<file path="src/rtl/mem_port_arbiter_pkg.sv">
// ============================================================================
// mem_port_arbiter_pkg
// Shared port ids, lock-state encoding and default hold limit for the arbiter.
// Revision: 1.0
// ============================================================================
`default_nettype none

package mem_port_arbiter_pkg;

  localparam logic ARB_PORT_CPU = 1'b0;
  localparam logic ARB_PORT_DBG = 1'b1;
  localparam int   ARB_MAX_HOLD = 4;

  typedef enum logic {
    ARB_UNLOCKED = 1'b0,
    ARB_LOCKED   = 1'b1
  } arb_lock_e;

  function automatic logic other_port(input logic port);
    return ~port;
  endfunction

endpackage

`default_nettype wire

</file>
<file path="src/rtl/mem_arb_pick.sv">
// ============================================================================
// mem_arb_pick
// Combinational grant selection: round-robin with a bounded lock.
// Revision: 1.0
// ============================================================================
`default_nettype none

module mem_arb_pick
  import mem_port_arbiter_pkg::*;
#(
  parameter int MAX_HOLD = ARB_MAX_HOLD,
  parameter int CNT_W    = $clog2(MAX_HOLD + 1)
) (
  input  logic             valid_0,
  input  logic             valid_1,
  input  logic             last_grant,
  input  arb_lock_e        lock_state,
  input  logic             lock_owner,
  input  logic [CNT_W-1:0] hold_cnt,
  output logic             grant_valid,
  output logic             grant_idx
);

  localparam logic [CNT_W-1:0] HOLD_LIMIT = CNT_W'(MAX_HOLD);

  always_comb begin
    grant_valid = valid_0 | valid_1;
    grant_idx   = ARB_PORT_CPU;
    if (valid_0 && valid_1) begin
      if (lock_state == ARB_UNLOCKED) begin
        grant_idx = other_port(last_grant);
      end else if (hold_cnt < HOLD_LIMIT) begin
        grant_idx = lock_owner;
      end else begin
        // Owner has used its full hold budget while the other port waited.
        grant_idx = other_port(lock_owner);
      end
    end else if (valid_1) begin
      grant_idx = ARB_PORT_DBG;
    end
  end

endmodule

`default_nettype wire

</file>
<file path="src/rtl/mem_port_arbiter.sv">
// ============================================================================
// mem_port_arbiter
// Two-port main-memory arbiter with bounded lock and registered read response.
// Revision: 1.0
// ============================================================================
`default_nettype none

module mem_port_arbiter
  import mem_port_arbiter_pkg::*;
#(
  parameter int ADDR_W   = 32,
  parameter int DATA_W   = 32,
  parameter int MAX_HOLD = ARB_MAX_HOLD
) (
  input  logic              clk,
  input  logic              rst,
  input  logic              req_valid_0,
  input  logic              req_we_0,
  input  logic              req_lock_0,
  input  logic [ADDR_W-1:0] req_addr_0,
  input  logic [DATA_W-1:0] req_wdata_0,
  output logic              req_ready_0,
  output logic              resp_valid_0,
  output logic [DATA_W-1:0] resp_rdata_0,
  input  logic              req_valid_1,
  input  logic              req_we_1,
  input  logic              req_lock_1,
  input  logic [ADDR_W-1:0] req_addr_1,
  input  logic [DATA_W-1:0] req_wdata_1,
  output logic              req_ready_1,
  output logic              resp_valid_1,
  output logic [DATA_W-1:0] resp_rdata_1,
  output logic [ADDR_W-1:0] mem_raddr,
  output logic [ADDR_W-1:0] mem_waddr,
  output logic [DATA_W-1:0] mem_wdata,
  output logic              mem_wen,
  input  logic [DATA_W-1:0] mem_rdata
);

  localparam int               CNT_W      = $clog2(MAX_HOLD + 1);
  localparam logic [CNT_W-1:0] HOLD_LIMIT = CNT_W'(MAX_HOLD);
  localparam logic [CNT_W-1:0] HOLD_ONE   = CNT_W'(1);

  logic             last_grant_q, last_grant_d;
  arb_lock_e        lock_state_q, lock_state_d;
  logic             lock_owner_q, lock_owner_d;
  logic [CNT_W-1:0] hold_cnt_q,   hold_cnt_d;
  logic             resp_valid_0_q, resp_valid_0_d;
  logic             resp_valid_1_q, resp_valid_1_d;
  logic [DATA_W-1:0] resp_rdata_0_q, resp_rdata_0_d;
  logic [DATA_W-1:0] resp_rdata_1_q, resp_rdata_1_d;

  logic             pick_valid;
  logic             grant_valid;
  logic             grant_idx;
  logic             grant_we;
  logic             grant_lock;
  logic [ADDR_W-1:0] grant_addr;
  logic [DATA_W-1:0] grant_wdata;

  mem_arb_pick #(
    .MAX_HOLD (MAX_HOLD),
    .CNT_W    (CNT_W)
  ) u_pick (
    .valid_0     (req_valid_0),
    .valid_1     (req_valid_1),
    .last_grant  (last_grant_q),
    .lock_state  (lock_state_q),
    .lock_owner  (lock_owner_q),
    .hold_cnt    (hold_cnt_q),
    .grant_valid (pick_valid),
    .grant_idx   (grant_idx)
  );

  // Nothing may be accepted while reset is held, even though requests are live.
  assign grant_valid = pick_valid & rst;
  assign grant_we    = (grant_idx == ARB_PORT_DBG) ? req_we_1    : req_we_0;
  assign grant_lock  = (grant_idx == ARB_PORT_DBG) ? req_lock_1  : req_lock_0;
  assign grant_addr  = (grant_idx == ARB_PORT_DBG) ? req_addr_1  : req_addr_0;
  assign grant_wdata = (grant_idx == ARB_PORT_DBG) ? req_wdata_1 : req_wdata_0;

  always_comb begin
    req_ready_0 = grant_valid & (grant_idx == ARB_PORT_CPU);
    req_ready_1 = grant_valid & (grant_idx == ARB_PORT_DBG);
    mem_wen     = grant_valid & grant_we;
    mem_raddr   = '0;
    mem_waddr   = '0;
    mem_wdata   = '0;
    if (grant_valid) begin
      mem_raddr = grant_addr;
      mem_waddr = grant_addr;
      mem_wdata = grant_wdata;
    end
  end

  always_comb begin
    last_grant_d   = last_grant_q;
    lock_state_d   = lock_state_q;
    lock_owner_d   = lock_owner_q;
    hold_cnt_d     = hold_cnt_q;
    resp_valid_0_d = 1'b0;
    resp_valid_1_d = 1'b0;
    resp_rdata_0_d = resp_rdata_0_q;
    resp_rdata_1_d = resp_rdata_1_q;
    if (grant_valid) begin
      last_grant_d = grant_idx;
      lock_state_d = grant_lock ? ARB_LOCKED : ARB_UNLOCKED;
      lock_owner_d = grant_idx;
      if (grant_idx == last_grant_q) begin
        hold_cnt_d = (hold_cnt_q == HOLD_LIMIT) ? hold_cnt_q : hold_cnt_q + HOLD_ONE;
      end else begin
        hold_cnt_d = HOLD_ONE;
      end
      if (!grant_we) begin
        if (grant_idx == ARB_PORT_DBG) begin
          resp_valid_1_d = 1'b1;
          resp_rdata_1_d = mem_rdata;
        end else begin
          resp_valid_0_d = 1'b1;
          resp_rdata_0_d = mem_rdata;
        end
      end
    end else begin
      lock_state_d = ARB_UNLOCKED;
      hold_cnt_d   = '0;
    end
  end

  always_ff @(posedge clk or negedge rst) begin
    if (!rst) begin
      last_grant_q   <= ARB_PORT_DBG;
      lock_state_q   <= ARB_UNLOCKED;
      lock_owner_q   <= ARB_PORT_CPU;
      hold_cnt_q     <= '0;
      resp_valid_0_q <= 1'b0;
      resp_valid_1_q <= 1'b0;
      resp_rdata_0_q <= '0;
      resp_rdata_1_q <= '0;
    end else begin
      last_grant_q   <= last_grant_d;
      lock_state_q   <= lock_state_d;
      lock_owner_q   <= lock_owner_d;
      hold_cnt_q     <= hold_cnt_d;
      resp_valid_0_q <= resp_valid_0_d;
      resp_valid_1_q <= resp_valid_1_d;
      resp_rdata_0_q <= resp_rdata_0_d;
      resp_rdata_1_q <= resp_rdata_1_d;
    end
  end

  assign resp_valid_0 = resp_valid_0_q;
  assign resp_valid_1 = resp_valid_1_q;
  assign resp_rdata_0 = resp_rdata_0_q;
  assign resp_rdata_1 = resp_rdata_1_q;

endmodule

`default_nettype wire

</file>
<file path="config.mk">
export PLATFORM = sky130hd
export DESIGN_NAME = mem_port_arbiter
export DESIGN_NICKNAME = d
export VERILOG_FILES = /design/src/rtl/mem_port_arbiter_pkg.sv /design/src/rtl/mem_arb_pick.sv /design/src/rtl/mem_port_arbiter.sv
export SDC_FILE = /design/constraint.sdc
export NUM_CORES = 1
export LEC_CHECK = 0
export ABC_AREA = 1
export BUFFER_PORTS_ARGS = -buffer_cell sky130_fd_sc_hd__buf_2
export CAP_MARGIN = 10
export CORE_AREA = 2 2 129 131
export CTS_BUF_LIST = sky130_fd_sc_hd__clkbuf_8 sky130_fd_sc_hd__clkbuf_16
export DETAILED_ROUTE_END_ITERATION = 10
export DIE_AREA = 0 0 131 133
export SYNTH_ARGS = -nofsm -noshare
export SYNTH_HDL_FRONTEND = slang
export SYNTH_HIERARCHICAL = 1
export SYNTH_SLANG_ARGS = --single-unit
</file>
<file path="constraint.sdc">
create_clock -name clk -period 3 [get_ports clk]
set_input_delay 0.45 -clock clk [delete_from_list [all_inputs] [get_ports clk]]
set_output_delay 0.45 -clock clk [all_outputs]
set_load 0.02 [all_outputs]
</file>
* Word-level counts from Yosys, hierarchy flattened
Cells that the tools add are included.
Cells by class: eq/ne operators 3, muxes and demuxes 21, $add $sub $neg 1, bitwise logic cells 9, reductions and logical operators 3, magnitude comparators 1
Operator list (number):
- two-way mux 32 bit | 4
- two-way mux 1 bit | 14
- two-way mux 3 bit | 3
- AND reduction 3 bit | 2
- AND 1 bit | 4
- inverter 1 bit | 4
- adder 3 x 1 -> 3 bit (second input constant) | 1
- == test 3 bit (second input constant) | 1
- < comparator 3 bit (second input constant) | 1
- inequality test 3 bit (second input constant) | 1
- == test 1 bit | 1
- logical AND 1 bit | 1
- bitwise OR 1 bit | 1
Word-level totals: word-level logic and storage cells 46, register bits after elaboration 72

* Logic depth before layout (Yosys ltp)
word-level depth 7, gate-level depth with buffers 12

* Cells and area by module
The synthesis kept the hierarchy.
By module, submodules not included:
- mem_port_arbiter | cells each 554, seq. area each 1803.0 um^2, area each 3807.4 um^2, instances 1
- mem_arb_pick | cells each 12, seq. area each 0.0 um^2, area each 50.0 um^2, instances 1

* Worst setup path before layout
OpenSTA, ideal clock, no wires.
path type reg-to-output, from register hold_cnt_q[2], to output mem_waddr[13], cell stages (with the launch flop) 13, slack 0.850 ns, arrival 1.700 ns, buffers on the path 3, cells stage by stage dfrtp_1 inv_1 nand2_1 nand2_1 nand2_1 a21oi_2 nand2_1 inv_2 buf_4 buf_2 nand2_1 nand2_1 buf_4
Between the ends: cells in the longest elaborated chain, start to end 6
RTL lines:
- start: declaration | RTL line mem_port_arbiter.sv:47 | logic [CNT_W-1:0] hold_cnt_q, hold_cnt_d;
- start signal: assignment | RTL line mem_port_arbiter.sv:143 | hold_cnt_q <= hold_cnt_d;
- < comparator 3 bit | RTL line mem_arb_pick.sv:32 | end else if (hold_cnt < HOLD_LIMIT) begin
- two-way mux 1 bit | RTL line mem_arb_pick.sv:32
- two-way mux 1 bit | RTL line mem_arb_pick.sv:30 | if (lock_state == ARB_UNLOCKED) begin
- two-way mux 1 bit | RTL line mem_arb_pick.sv:29 | if (valid_0 && valid_1) begin
- net grant_idx | RTL line mem_port_arbiter.sv:55 | logic grant_idx;
- two-way mux 32 bit | RTL line mem_port_arbiter.sv:79 | assign grant_addr = (grant_idx == ARB_PORT_DBG) ? req_addr_1 : req_addr_0;
- two-way mux 32 bit
- end: declaration | RTL line mem_port_arbiter.sv:34 | output logic [ADDR_W-1:0] mem_waddr,
The timed path passes the listed nets, and every way through them passes these cells.

* Worst setup path after layout
from register hold_cnt_q[2], to output mem_waddr[2]
Between the ends: cells in the longest elaborated chain, start to end 6
RTL lines:
- < comparator 3 bit | RTL line mem_arb_pick.sv:32
- two-way mux 1 bit | RTL line mem_arb_pick.sv:32
- two-way mux 1 bit | RTL line mem_arb_pick.sv:30
- two-way mux 1 bit | RTL line mem_arb_pick.sv:29
- net grant_idx | RTL line mem_port_arbiter.sv:55
- two-way mux 32 bit | RTL line mem_port_arbiter.sv:79
- two-way mux 32 bit | RTL line mem_port_arbiter.sv:89 | if (grant_valid) begin
The timed path passes the listed nets, and every way through them passes these cells.

==> metrics.md <==
| Metric | Value |
|---|---|
| Setup-failing EPs final | 0 |
| Largest family of logic cells by synthesized area | simple AND/OR/NAND/NOR gates |
| Drt pass-1 iters | 5 |
| DRC viols | 0 |
| Post-CTS Hold Buffers | 0 |
| Post-synthesis mux area share | 0% |
| Fin nets | ~1000 |
| Crit path required time | 2.55 ns |
| Crit path kind | flip-flop to output port |
| Reg clk slew, reported paths | 0.06 ns |
| Synth Area in XOR/XNOR | 0% |
| Height of the die | 133 um |
| Status | complete, no violations |
| WL final | 15100 um |
| Total Routing Usage GR | 16.5% |
| Vias | 4405 |
| Critical path startpoint category | flip-flop |
| Synth Area in Compound Gates | approximately 1.0% |
| Starting Density | 23.9% |
| Sequential area share after synthesis | 46.7% |
| Mapped Area | between 3000 and 4000 um2 |
| Top achievable clock speed | 0.361 GHz |
| HPWL reported at the end of detailed placement | 12000 um |
| Max Buffers Root-to-Sink | 2 |
| Setup Fix Bufs, Post-CTS | 0 |
| Crit path time final | 2.77 ns |
| First-pass GRT wire length | 21700 um |
| Seq cells post-synth | 72 |
| GRT Residual Overflow | 0 |
| IO Port Bufs | ~330 |
| Synth Area in Adders | 0.649% |
| Post-Route Setup TNS | 0 ns |
| Root Buffer | clkbuf_16 |
| PwrDens | 592 nW/um2 |
| Post-synthesis cell count | 566 |
| DRT iter0 DRCs | approximately 260 |
| DR vias/cell | 4.06 |
| Period utilization | 92.3% |
| Worst Clk Skew | 0.00411 ns |
| Post-cts resize count | 0 |
| Arrival time at the worst endpoint | ~2.3 ns |
| Fin. max-slew vios | 0 |
| Largest net degree at the start of global routing | between 40 and 50 |
| Max-Cap Viols | 0 |
| Net Count, Synth | 736 |
| Initial antenna violation count | 3 |
| Hold Fails Final Rpt | 0 |
| Layout cells sized above 1 | 42.5% |
| Peak VDD IR | 0.000275 V |
| Mean Syn Cell Area | 6.82 um2 |
| Crit end category | output port |
| Clk sink count | 72 |
| Synth cell types | 18 |
| Num CTS Buffers | 9 |
| CTS tree | yes |
| Clk_lat worst skew | 0.33 ns |
| H-tree Lvls | 3 |
| Vias in the first global route | between 3000 and 4000 |
| Synthesis Warnings | 6 |
| Chip width | 131 um |
| Avg WL per Cell | 13.9 um |
| IO Count | ~330 |
| Inst Count DP | 1068 |
| Max-slew headroom | 58.0% |
| P&R area growth vs syn | 50.2% |
| Die area | roughly 17000 um2 |
| Simple-gate share of the synthesized area | about two fifths |
| CP max FO | 42 |
| Final cell count without fillers | ~1100 |
| Core area | 16200 um2 |
| Routed Antenna Nets | 0 |
| Worst Tran Pin Value | around 0.63 ns |
| Row Count | 47 |
| GP Congestion | 0.852 |
| Hold Crit Class | input pin to async pin |
| Pleak | 0.00374 uW |
| Number of fill cells | about 1800 |
| RSZ-0062 raised after global routing | false |
-- worst max-delay path, stage by stage, from the launching register on --
cell	delay [ns]
dfrtp_1	0.42
inv_1	0.07
nand2_1	0.04
nand2_1	0.05
nand2_1	0.06
a21oi_2	0.30
nand2_1	0.16
clkinv_2	0.23
buf_12	0.24
nand2_1	0.07
nand2_1	0.13
buf_2	0.19
-- worst paths after layout --
| check | from | end | slack, ns | cells after the start |
|---|---|---|---|---|
| worst min-delay path | rst | resp_rdata_1[7] | 0.18 | 2 |
| worst max-delay path | hold_cnt_q[2] | mem_waddr[2] | 0.23 | 11 |
| max in group asynchronous | rst | last_grant_q | 1.94 | 3 |
| worst max register to register | hold_cnt_q[2] | resp_rdata_1[26] | 1.04 | 11 |
| worst min register to register | resp_rdata_1[21] | resp_rdata_1[21] | 0.47 | 2 |
| min in group clk | req_lock_1 | lock_state_q | 0.32 | 3 |
-- metrics by stage --
stage / area, um2 / setup WS [ns] / hold WS (ns) / total power [uW] / util [%]
5_1_grt: 5790 / 0.0397 / 0.214 / 3640 / 35.8
3_3_place_gp: 5510 / 0.521 / 0.456 / 2480 / 34.1
6_report: 5790 / 0.230 / 0.184 / 3430 / 35.8
3_5_place_dp: 5510 / 0.498 / 0.460 / 2480 / 34.1
2_1_floorplan: 3860 / 0.850 / 0.154 / 2000 / -
4_1_cts: 5790 / 0.150 / 0.196 / 3470 / 35.8
-- synth_stat cells (all sizes together) --
cell type,number,area [um2]
nor2,7,28.8
inv,14,52.6
a21oi,3,18.8
o21ai,4,20.0
buf,54,360
dfstp,1,26.3
dfrtp,71,1780
nand3,3,15.0
ha,2,25.0
nor3,1,5.00
clkbuf,4,15.0
or2,1,6.26
nand2,401,1510
-- cell usage in the layout (no fill, tap or decap), types with 2 or more instances in the layout --
master	Yosys	layout
nand2_1	400	400
buf_2	18	331
dfrtp_1	71	71
inv_1	9	9
clkbuf_16	0	9
buf_4	36	7
nor2_1	6	5
inv_2	5	4
clkinv_2	0	4
o21ai_0	4	4
nand3_1	3	3
diode_2	0	2
a21oi_1	2	2
ha_1	2	2
clkinvlp_4	0	2
buf_12	0	2
-- per-layer routing --
| metal | global-route usage (%) | up-vias | wire, um |
|---|---|---|---|
| li1 | - | 2247 | - |
| met1 | 21.6 | 1933 | 6170 |
| met2 | 27.1 | 204 | 7370 |
| met3 | 3.68 | 19 | 1270 |
| met4 | 4.96 | 2 | 245 |
| met5 | 0 | - | 11 |
-- area by class of cell --
cell class | instances | area, um2 | share of cell area (%)
Antenna cell | 2 | 5.00 | 0.0864
Multi-Input combinational cell | 422 | 1630 | 28.2
Clock inverter | 7 | 47.5 | 0.821
Sequential cell | 72 | 1800 | 31.1
Tap cell | 220 | 275 | 4.75
Timing Repair Buffer | 340 | 1750 | 30.2
Inverter | 14 | 53.8 | 0.929
Clock buffer | 9 | 225 | 3.89
-- flip-flops by register name, indices dropped and copies added (netlist names) --
name	count
resp_rdata_1	32
resp_valid_1	1
last_grant_q	1
lock_state_q	1
resp_rdata_0	32
hold_cnt_q	3
lock_owner_q	1
resp_valid_0	1
-- cell families after synthesis --
kind of cell	count (synthesis)
adder cells (fa/ha/maj)	2
AND/OR/NAND/NOR	413
AO/OA/AOI/OAI	7
flip-flops	72
buffers and inverters	72
-- report_power, final --
| part | total (uW) | internal (uW) | switching, uW |
|---|---|---|---|
| logic | 1200 | 406 | 791 |
| registers | 1260 | 1170 | 94.3 |
| clock network | 972 | 558 | 413 |
| total | 3430 | 2130 | 1300 |
Power figures use the tool's default switching activity.
